==> config.mk <==
export PLATFORM = sky130hd
export DESIGN_NAME = fp_multiplier_iter_flat
export DESIGN_NICKNAME = d
export VERILOG_FILES = /design/src/rtl/fpmul_pkg.sv /design/src/rtl/fp_multiplier_iter_if.sv /design/src/rtl/fpmul_sig_iter.sv /design/src/rtl/fp_multiplier_iter.sv /design/src/flat_wrapper.sv
export SDC_FILE = /design/constraint.sdc
export NUM_CORES = 1
export LEC_CHECK = 0
export CAP_MARGIN = 20
export CORE_MARGIN = 5
export CORE_UTILIZATION = 60
export DETAILED_ROUTE_END_ITERATION = 7
export GPL_TIMING_DRIVEN = 0
export PLACE_DENSITY = 0.87
export SKIP_CTS_REPAIR_TIMING = 1
export SLEW_MARGIN = 40
export SYNTH_ARGS = -nofsm -noshare
export SYNTH_HDL_FRONTEND = slang
export SYNTH_SLANG_ARGS = --single-unit
==> constraint.sdc <==
create_clock -name clk -period 8.55 [get_ports clk]
set_clock_uncertainty 0.1 [all_clocks]
set_input_delay 1.71 -clock clk [delete_from_list [all_inputs] [get_ports clk]]
set_output_delay 1.71 -clock clk [all_outputs]
set_load 0.01 [all_outputs]
==> src/rtl/fpmul_pkg.sv <==
// Shared types and constants for the iterative FP multiplier.
// Latency: n/a (package).
// Backpressure: n/a (package).
package fpmul_pkg;

  typedef enum logic [2:0] {
    S_IDLE,
    S_UNPACK,
    S_MULT,
    S_NORM,
    S_ROUND,
    S_DONE
  } state_e;

  typedef enum logic [1:0] {
    CLS_NORMAL,
    CLS_ZERO,
    CLS_INF,
    CLS_NAN
  } op_class_e;

  // Exponent bias for a given exponent width.
  function automatic int bias_of(input int exp_w);
    return (1 << (exp_w - 1)) - 1;
  endfunction

  // Unsigned infinity pattern: exponent all ones, fraction zero.
  function automatic logic [63:0] inf_mag(input int exp_w, input int man_w);
    return ((64'd1 << exp_w) - 64'd1) << man_w;
  endfunction

  // Canonical quiet NaN: sign 0, exponent all ones, fraction MSB set.
  function automatic logic [63:0] qnan_word(input int exp_w, input int man_w);
    return inf_mag(exp_w, man_w) | (64'd1 << (man_w - 1));
  endfunction

endpackage

==> src/rtl/fp_multiplier_iter_if.sv <==
// Start/busy/done request bus between the controller and the FP multiplier.
// Latency: n/a (wiring only).
// Backpressure: controller must wait for done before issuing again; start is ignored while busy.
interface fp_multiplier_iter_if #(
  parameter int EXP_W = 8,
  parameter int MAN_W = 23
);
  localparam int W = 1 + EXP_W + MAN_W;

  logic         start_i;
  logic [W-1:0] a_i;
  logic [W-1:0] b_i;
  logic         busy_o;
  logic         done_o;
  logic [W-1:0] product_o;
  logic         nan_o;
  logic         inf_o;
  logic         overflow_o;
  logic         underflow_o;

  modport master (
    output start_i, a_i, b_i,
    input  busy_o, done_o, product_o, nan_o, inf_o, overflow_o, underflow_o
  );

  modport slave (
    input  start_i, a_i, b_i,
    output busy_o, done_o, product_o, nan_o, inf_o, overflow_o, underflow_o
  );
endinterface

==> src/rtl/fpmul_sig_iter.sv <==
// Iterative shift-add significand multiplier, BITS_PER_CYC multiplier bits per step.
// Latency: one load cycle then M/BITS_PER_CYC step cycles; product valid after the last step.
// Backpressure: none; fully sequenced by the parent FSM through load/step.
module fpmul_sig_iter #(
  parameter int M            = 24,
  parameter int BITS_PER_CYC = 1
) (
  input  logic           clk,
  input  logic           rst_n,
  input  logic           load,
  input  logic [M-1:0]   mcand,
  input  logic [M-1:0]   mplier,
  input  logic           step,
  output logic [2*M-1:0] product
);

  logic [2*M-1:0] mcand_q;
  logic [M-1:0]   mplier_q;
  logic [2*M-1:0] acc_q;
  logic [2*M-1:0] partial;

  // Partial product for the low BITS_PER_CYC multiplier bits against the shifted multiplicand.
  always_comb begin
    partial = '0;
    for (int i = 0; i < BITS_PER_CYC; i++) begin
      if (mplier_q[i]) partial = partial + (mcand_q << i);
    end
  end

  // Load clears the accumulator; each step adds one partial product and advances both shifters.
  always_ff @(posedge clk or negedge rst_n) begin
    if (!rst_n) begin
      mcand_q  <= '0;
      mplier_q <= '0;
      acc_q    <= '0;
    end else if (load) begin
      mcand_q  <= {{M{1'b0}}, mcand};
      mplier_q <= mplier;
      acc_q    <= '0;
    end else if (step) begin
      acc_q    <= acc_q + partial;
      mcand_q  <= mcand_q << BITS_PER_CYC;
      mplier_q <= mplier_q >> BITS_PER_CYC;
    end
  end

  assign product = acc_q;

endmodule

==> src/rtl/fp_multiplier_iter.sv <==
// Iterative IEEE-754-style FP multiplier with NaN/Inf/overflow/underflow flags; FPMUL_RNE_EN selects RNE, else truncation.
// Latency: (MAN_W+1)/BITS_PER_CYC+3 edges for finite operands, 1 edge for special operands.
// Backpressure: one operation at a time; start is only sampled in IDLE, busy high otherwise.
module fp_multiplier_iter
  import fpmul_pkg::*;
#(
  parameter int EXP_W        = 8,
  parameter int MAN_W        = 23,
  parameter int BITS_PER_CYC = 1
) (
  input logic              clk,
  input logic              rst_n,
  fp_multiplier_iter_if.slave bus
);

  localparam int W     = 1 + EXP_W + MAN_W;
  localparam int M     = MAN_W + 1;
  localparam int N     = M / BITS_PER_CYC;
  localparam int CNT_W = $clog2(N + 1);
  localparam int EW    = EXP_W + 2;

  localparam logic signed [EW-1:0] BIAS_E  = EW'(bias_of(EXP_W));
  localparam logic signed [EW-1:0] E_MAX   = EW'((1 << EXP_W) - 1);
  localparam logic signed [EW-1:0] E_ZERO  = '0;
  localparam logic signed [EW-1:0] E_ONE   = EW'(1);
  localparam logic [W-1:0]         QNAN    = W'(qnan_word(EXP_W, MAN_W));
  localparam logic [W-1:0]         INF_MAG = W'(inf_mag(EXP_W, MAN_W));

  function automatic op_class_e classify(input logic [EXP_W-1:0] e, input logic [MAN_W-1:0] f);
    if (&e)           return (|f) ? CLS_NAN : CLS_INF;
    else if (e == '0) return CLS_ZERO;
    else              return CLS_NORMAL;
  endfunction

  state_e state_q, state_d;

  logic [W-1:0]           a_q, b_q;
  logic                   sign_q;
  logic signed [EW-1:0]   e_q;
  logic [CNT_W-1:0]       cnt_q;
  logic [M-1:0]           sig_q;
  logic                   guard_q, sticky_q;
  logic [W-1:0]           product_q;
  logic                   nan_q, inf_q, ovf_q, unf_q;

  logic [2*M-1:0]         prod;
  logic                   accept;
  op_class_e              cls_a, cls_b;
  logic                   res_sign;
  logic                   spec_hit, spec_nan, spec_inf;
  logic [W-1:0]           spec_prod;
  logic [2*M-1:0]         norm_v;
  logic                   lost_v;
  logic [MAN_W-1:0]       rnd_frac;
  logic signed [EW-1:0]   rnd_e;
  logic                   unused_norm;

  assign accept   = (state_q == S_IDLE) && bus.start_i;
  assign cls_a    = classify(a_q[W-2:MAN_W], a_q[MAN_W-1:0]);
  assign cls_b    = classify(b_q[W-2:MAN_W], b_q[MAN_W-1:0]);
  assign res_sign = a_q[W-1] ^ b_q[W-1];

  fpmul_sig_iter #(
    .M            (M),
    .BITS_PER_CYC (BITS_PER_CYC)
  ) u_sig (
    .clk     (clk),
    .rst_n   (rst_n),
    .load    (state_q == S_UNPACK),
    .mcand   ({1'b1, a_q[MAN_W-1:0]}),
    .mplier  ({1'b1, b_q[MAN_W-1:0]}),
    .step    (state_q == S_MULT),
    .product (prod)
  );

  // Special-operand routing: NaN and Inf x Zero give qNaN, Inf gives signed Inf, Zero gives signed zero.
  always_comb begin
    spec_hit  = 1'b1;
    spec_nan  = 1'b0;
    spec_inf  = 1'b0;
    spec_prod = '0;
    if (cls_a == CLS_NAN || cls_b == CLS_NAN ||
        (cls_a == CLS_INF && cls_b == CLS_ZERO) || (cls_a == CLS_ZERO && cls_b == CLS_INF)) begin
      spec_prod = QNAN;
      spec_nan  = 1'b1;
    end else if (cls_a == CLS_INF || cls_b == CLS_INF) begin
      spec_prod = {res_sign, INF_MAG[W-2:0]};
      spec_inf  = 1'b1;
    end else if (cls_a == CLS_ZERO || cls_b == CLS_ZERO) begin
      spec_prod = {res_sign, {(W-1){1'b0}}};
    end else begin
      spec_hit  = 1'b0;
    end
  end

  // Normalise the raw product so the leading one sits at bit 2M-2; a bit shifted out feeds sticky.
  always_comb begin
    norm_v = prod;
    lost_v = 1'b0;
    if (prod[2*M-1]) begin
      norm_v = {1'b0, prod[2*M-1:1]};
      lost_v = prod[0];
    end
  end
  assign unused_norm = norm_v[2*M-1];

`ifdef FPMUL_RNE_EN
  logic         rnd_inc;
  logic [M:0]   rnd_sum;

  // Round to nearest even; a carry out of the significand renormalises by one place.
  always_comb begin
    rnd_inc  = guard_q & (sticky_q | sig_q[0]);
    rnd_sum  = {1'b0, sig_q} + {{M{1'b0}}, rnd_inc};
    rnd_frac = rnd_sum[MAN_W-1:0];
    rnd_e    = e_q;
    if (rnd_sum[M]) begin
      rnd_frac = rnd_sum[MAN_W:1];
      rnd_e    = e_q + E_ONE;
    end
  end
`else
  logic unused_round;

  // Truncation: the stored fraction is used as-is, guard and sticky are dropped.
  always_comb begin
    rnd_frac = sig_q[MAN_W-1:0];
    rnd_e    = e_q;
  end
  assign unused_round = ^{guard_q, sticky_q, sig_q[MAN_W]};
`endif

  // State register.
  always_ff @(posedge clk or negedge rst_n) begin
    if (!rst_n) state_q <= S_IDLE;
    else        state_q <= state_d;
  end

  // Next-state sequencing through unpack, multiply, normalise, round and done.
  always_comb begin
    state_d = state_q;
    case (state_q)
      S_IDLE:   if (bus.start_i) state_d = S_UNPACK;
      S_UNPACK: state_d = spec_hit ? S_DONE : S_MULT;
      S_MULT:   if (cnt_q == CNT_W'(N - 1)) state_d = S_NORM;
      S_NORM:   state_d = S_ROUND;
      S_ROUND:  state_d = S_DONE;
      S_DONE:   state_d = S_IDLE;
      default:  state_d = S_IDLE;
    endcase
  end

  // Datapath and result registers; outputs only move on start acceptance or on entry to DONE.
  always_ff @(posedge clk or negedge rst_n) begin
    if (!rst_n) begin
      a_q       <= '0;
      b_q       <= '0;
      sign_q    <= 1'b0;
      e_q       <= '0;
      cnt_q     <= '0;
      sig_q     <= '0;
      guard_q   <= 1'b0;
      sticky_q  <= 1'b0;
      product_q <= '0;
      nan_q     <= 1'b0;
      inf_q     <= 1'b0;
      ovf_q     <= 1'b0;
      unf_q     <= 1'b0;
    end else begin
      case (state_q)
        S_IDLE: begin
          if (accept) begin
            a_q   <= bus.a_i;
            b_q   <= bus.b_i;
            nan_q <= 1'b0;
            inf_q <= 1'b0;
            ovf_q <= 1'b0;
            unf_q <= 1'b0;
          end
        end
        S_UNPACK: begin
          sign_q <= res_sign;
          e_q    <= $signed({2'b00, a_q[W-2:MAN_W]}) + $signed({2'b00, b_q[W-2:MAN_W]}) - BIAS_E;
          cnt_q  <= '0;
          if (spec_hit) begin
            product_q <= spec_prod;
            nan_q     <= spec_nan;
            inf_q     <= spec_inf;
          end
        end
        S_MULT: cnt_q <= cnt_q + CNT_W'(1);
        S_NORM: begin
          sig_q    <= norm_v[2*M-2:M-1];
          guard_q  <= norm_v[M-2];
          sticky_q <= (|norm_v[M-3:0]) | lost_v;
          e_q      <= e_q + $signed({{(EW-1){1'b0}}, prod[2*M-1]});
        end
        S_ROUND: begin
          if (rnd_e >= E_MAX) begin
            product_q <= {sign_q, INF_MAG[W-2:0]};
            ovf_q     <= 1'b1;
            inf_q     <= 1'b1;
          end else if (rnd_e <= E_ZERO) begin
            product_q <= {sign_q, {(W-1){1'b0}}};
            unf_q     <= 1'b1;
          end else begin
            product_q <= {sign_q, rnd_e[EXP_W-1:0], rnd_frac};
          end
        end
        default: ;
      endcase
    end
  end

  assign bus.busy_o      = (state_q != S_IDLE);
  assign bus.done_o      = (state_q == S_DONE);
  assign bus.product_o   = product_q;
  assign bus.nan_o       = nan_q;
  assign bus.inf_o       = inf_q;
  assign bus.overflow_o  = ovf_q;
  assign bus.underflow_o = unf_q;

endmodule

==> src/flat_wrapper.sv <==
// flat-port wrapper written by rule: the top's interface ports become plain ports
module fp_multiplier_iter_flat import fpmul_pkg::*;
#(
  parameter int EXP_W        = 8,
  parameter int MAN_W        = 23,
  parameter int BITS_PER_CYC = 1
)
  (clk, rst_n, bus_start_i, bus_a_i, bus_b_i, bus_busy_o, bus_done_o, bus_product_o, bus_nan_o, bus_inf_o, bus_overflow_o, bus_underflow_o);
  fp_multiplier_iter_if #(.EXP_W(EXP_W), .MAN_W(MAN_W)) bus_i ();
  input logic clk;
  input logic rst_n;
  input wire logic [$bits(bus_i.start_i)-1:0] bus_start_i;
  input wire logic [$bits(bus_i.a_i)-1:0] bus_a_i;
  input wire logic [$bits(bus_i.b_i)-1:0] bus_b_i;
  output wire logic [$bits(bus_i.busy_o)-1:0] bus_busy_o;
  output wire logic [$bits(bus_i.done_o)-1:0] bus_done_o;
  output wire logic [$bits(bus_i.product_o)-1:0] bus_product_o;
  output wire logic [$bits(bus_i.nan_o)-1:0] bus_nan_o;
  output wire logic [$bits(bus_i.inf_o)-1:0] bus_inf_o;
  output wire logic [$bits(bus_i.overflow_o)-1:0] bus_overflow_o;
  output wire logic [$bits(bus_i.underflow_o)-1:0] bus_underflow_o;
  assign bus_i.start_i = bus_start_i;
  assign bus_i.a_i = bus_a_i;
  assign bus_i.b_i = bus_b_i;
  assign bus_busy_o = bus_i.busy_o;
  assign bus_done_o = bus_i.done_o;
  assign bus_product_o = bus_i.product_o;
  assign bus_nan_o = bus_i.nan_o;
  assign bus_inf_o = bus_i.inf_o;
  assign bus_overflow_o = bus_i.overflow_o;
  assign bus_underflow_o = bus_i.underflow_o;
  fp_multiplier_iter #(.EXP_W(EXP_W), .MAN_W(MAN_W), .BITS_PER_CYC(BITS_PER_CYC)) u_core (.clk(clk), .rst_n(rst_n), .bus(bus_i));
endmodule
==> flow_summary_export.csv <==
group,metric,value,unit
timing,fin_ws,4.207,ns
power,leakage,7.196,nW
routing,drt_iter0_drc,1046,
power,combPwrFrac,43.5,%
placed_design,globalplace.congestion,0.9177,
yosys,synth.mux.area_fraction,7.325,%
timing,timing.final.hold_violations,0,
yosys,synth-async-reset-ratio,100.0,%
layout,drive_above_1_share,8.483,%
global_route,grt.overflow.total,0,
worst_setup_path,critPathLaunch,"u_core.u_sig.mplier_q[0]",
cts,clk_pin_slew_worst_paths,0.06,ns
layout,multiInputGateArea,6892,µm²
yosys,synth_top_family_by_area,"compound AO/OA/AOI/OAI gates",
timing,clock.fmax,0.2302,GHz
yosys,synth_cells,1399,
timing,rsz0062_at_grt,"false",
worst_setup_path,path_class,"flop to flop",
layout,most-common-layout-cells,"dfrtp_1 (262), nand2_1 (175), nor2_1 (115)",
die,die-area,26170,µm²
worst_setup_path,worst_ep_required_time,8.87,ns
yosys,avgSynthCellArea,9.878,µm²
yosys,yosys.cell_types.count,68,
timing,min_period_over_period,50.80,%
routing,drc,0,
timing,setup_viol,0,
placed_design,place_inst,1791,
placed_design,portBuffers,104,
yosys,ys_seq_elements,262,
timing,relSlewSlack,38.69,%
yosys,ys_seq_area_share,47.44,%
power,seq_power_share,35.3,%
worst_setup_path,crit_end,"u_core.u_sig.product[42]",
placed_design,dp_hpwl,24.46,mm
cts,clock_tree.htree_level_count,1,
yosys,yosysWarnings,0,
placed_design,place_area,15300,µm²
yosys,synth-simple-area-share,14.84,%
worst_setup_path,r2r_setup_slack,4.21,ns
routing,wl_per_cell,18.62,µm
yosys,synthAdderAreaFrac,5.632,%
timing,holdWs,0.3748,ns
global_route,grt_pass1_wl,56.38,mm
worst_setup_path,cp-end-kind,"flop",
yosys,synth_edf_count,0,
power,p_per_area,354.6,nW/µm²
power,ir_drop,0.2870,mV
worst_setup_path,cp_max_fo,10,
die,core_area,22640,µm²
worst_hold_path,min_path_type,"flop to flop",
layout,finalInstanceArea,16240,µm²
worst_setup_path,critPathLaunchType,"flop",
global_route,grt_max_degree,75,
placed_design,place_ws,4.108,ns
yosys,syn-cell-area,13820,µm²
worst_setup_path,reg2reg_to,"u_core.u_sig.product[42]",
timing,finalMaxSlewViolations,0,
cts,numCtsBuffers,27,
power,power,5.758,mW
layout,syn2layout_area_growth,17.51,%
routing,firstDrtPassIters,6,
die,fp.dieH,161.8,µm
layout,antenna_cells,0,
routing,via_per_inst,6.227,
yosys,synth_compound_area_share,18.65,%
global_route,grtUsageTotal,25.75,%
run_status,status,"complete, no violations",
global_route,first_global_vias,11590,
yosys,synth_ff_type,"dfrtp_1",
cts,cts_tree,"built",
timing,tightest_slew,0.9162,ns
die,num_rows,55,
die,start_util,61.04,%
layout,instances_no_fill,1841,
die,die_w,161.8,µm
routing,vias,11460,
cts,root_buffer,"clkbuf_16",
power,internal-power,3.437,mW
cts,worstSkewPairLatency,0.54,ns
global_route,grt_antenna_before_repair,0,
cts,cts_sinks,262,
yosys,synth-xor-area-share,3.422,%
power,clockPowerShare,21.3,%
timing,tns,0,ns
layout,final_common_cell,"dfrtp_1",
layout,nNetsFinal,1663,
routing,ant_nets,0,
worst_setup_path,r2r_cells,14,
run,cap_violations,0,
worst_setup_path,cp.arrival,4.66,ns
layout,fin_util,71.73,%
timing,finalCriticalPeriod,4.343,ns
layout,fill_cells,1576,
power,switching_share,40.31,%
yosys,syn_nets,1527,
routing,routed_wl,34.29,mm
layout,regArea,6556,µm²
power,power_switching,2.321,mW
cts,clk_path_buf_depth,3,
die,ios,105,
worst_setup_path,worstReg2RegStart,"u_core.u_sig.mplier_q[0]",
-- final cells by class --
class                      count  area share, %
multi-input combinational   1038          42.44
inverter                      16         0.3698
clock buffer                  38          4.846
clock inverter                12         0.9092
timing repair buffer         107          6.950
tap                          285          2.196
sequential                   262          40.37
buffer                        83          1.918
-- cells in the mapped netlist (5+ instances only) --
master    instances  share of area (%)
ha_1             59                5.3
and2_1           52                2.4
mux2_2           65                5.3
o21ai_1           5               0.18
a31o_2            5               0.32
nor3b_1           6               0.33
mux2i_1          28                2.0
o211ai_1          5               0.27
o21a_1            6               0.33
o21ai_0          93                3.4
o31ai_1           6               0.33
nor4_1           17               0.77
and3_1            9               0.41
buf_1            13               0.35
nand2_1         175                4.8
nor2_1          115                3.1
xor2_1           27                1.7
o21bai_1          9               0.49
a31oi_1          29                1.3
a22o_1           58                3.7
nand3_1          16               0.58
a221oi_1          6               0.38
a21o_1           38                2.1
inv_1            16               0.43
nand4_1          18               0.81
o22ai_1          24                1.1
dfrtp_1         262                 47
clkbuf_1         70                1.9
nor3_1           15               0.54
a21oi_1          65                2.4
xnor2_1          27                1.7
-- sequential cells by signal, summed over array words and instances, names as in the netlist, 3 cells and up --
signal,cells
u_core.u_sig.mcand_q,48
u_core.u_sig.product,48
u_core.a_q,32
u_core.b_q,32
u_core.bus.product_o,32
u_core.u_sig.mplier_q,24
u_core.sig_q,23
u_core.e_q,10
u_core.cnt_q,5
u_core.state_q,3
-- cells by family after synthesis --
family | after synthesis
AOI/OAI and AO/OA | 385
xor gates and xnor gates | 54
adders and majority gates | 61
buffers and inverters | 99
DFF | 262
muxes | 93
and+or+nand+nor | 445
-- layer usage --
| metal | part of all wire [%] | routed length (µm) | up-vias | global-route usage [%] |
|---|---|---|---|---|
| met5 | 0 | 0 | - | 0 |
| met4 | 3.5 | 1205 | 0 | 9.150 |
| met3 | 6.4 | 2202 | 82 | 3.755 |
| met2 | 48 | 16470 | 450 | 43.04 |
| met1 | 42 | 14410 | 5600 | 34.65 |
| li1 | - | - | 5332 | - |
-- worst max-delay path, cell delays in order (launching register included) --
cell and delay [ns]:
dfrtp_1 0.44, clkbuf_1 0.25, clkbuf_1 0.28, and2_1 0.23, ha_1 0.22, fa_1 0.42, a21o_1 0.19, a221oi_1 0.64
a2111o_1 0.30, a31o_2 0.21, o21ai_2 0.12, a21oi_1 0.32, o21ai_0 0.24, mux2i_1 0.19, nand2_1 0.06
-- worst min path at each step --
stage                     slack (ns)                      from  cells past startpoint                  endpoint
after floorplan                 0.35          u_core.sig_q[22]                      2          u_core.sig_q[22]
after global placement          0.36  u_core.bus.product_o[29]                      1  u_core.bus.product_o[29]
after detailed placement        0.37  u_core.bus.product_o[29]                      1  u_core.bus.product_o[29]
after CTS                       0.38  u_core.bus.product_o[27]                      1  u_core.bus.product_o[27]
after global routing            0.40          u_core.sig_q[12]                      2          u_core.sig_q[12]
final                           0.37  u_core.bus.product_o[27]                      1  u_core.bus.product_o[27]
-- power groups by stage --
stage / sequential, mW / combinational [mW] / clock [mW]
finish: 2.03 / 2.50 / 1.22
global route: 2.08 / 2.77 / 1.29
CTS: 2.02 / 2.48 / 1.23
detailed placement: 2.03 / 2.44 / 0
global placement: 2.01 / 2.32 / 0
floorplan: 1.93 / 1.81 / 0
Power figures use the tool's default switching activity.
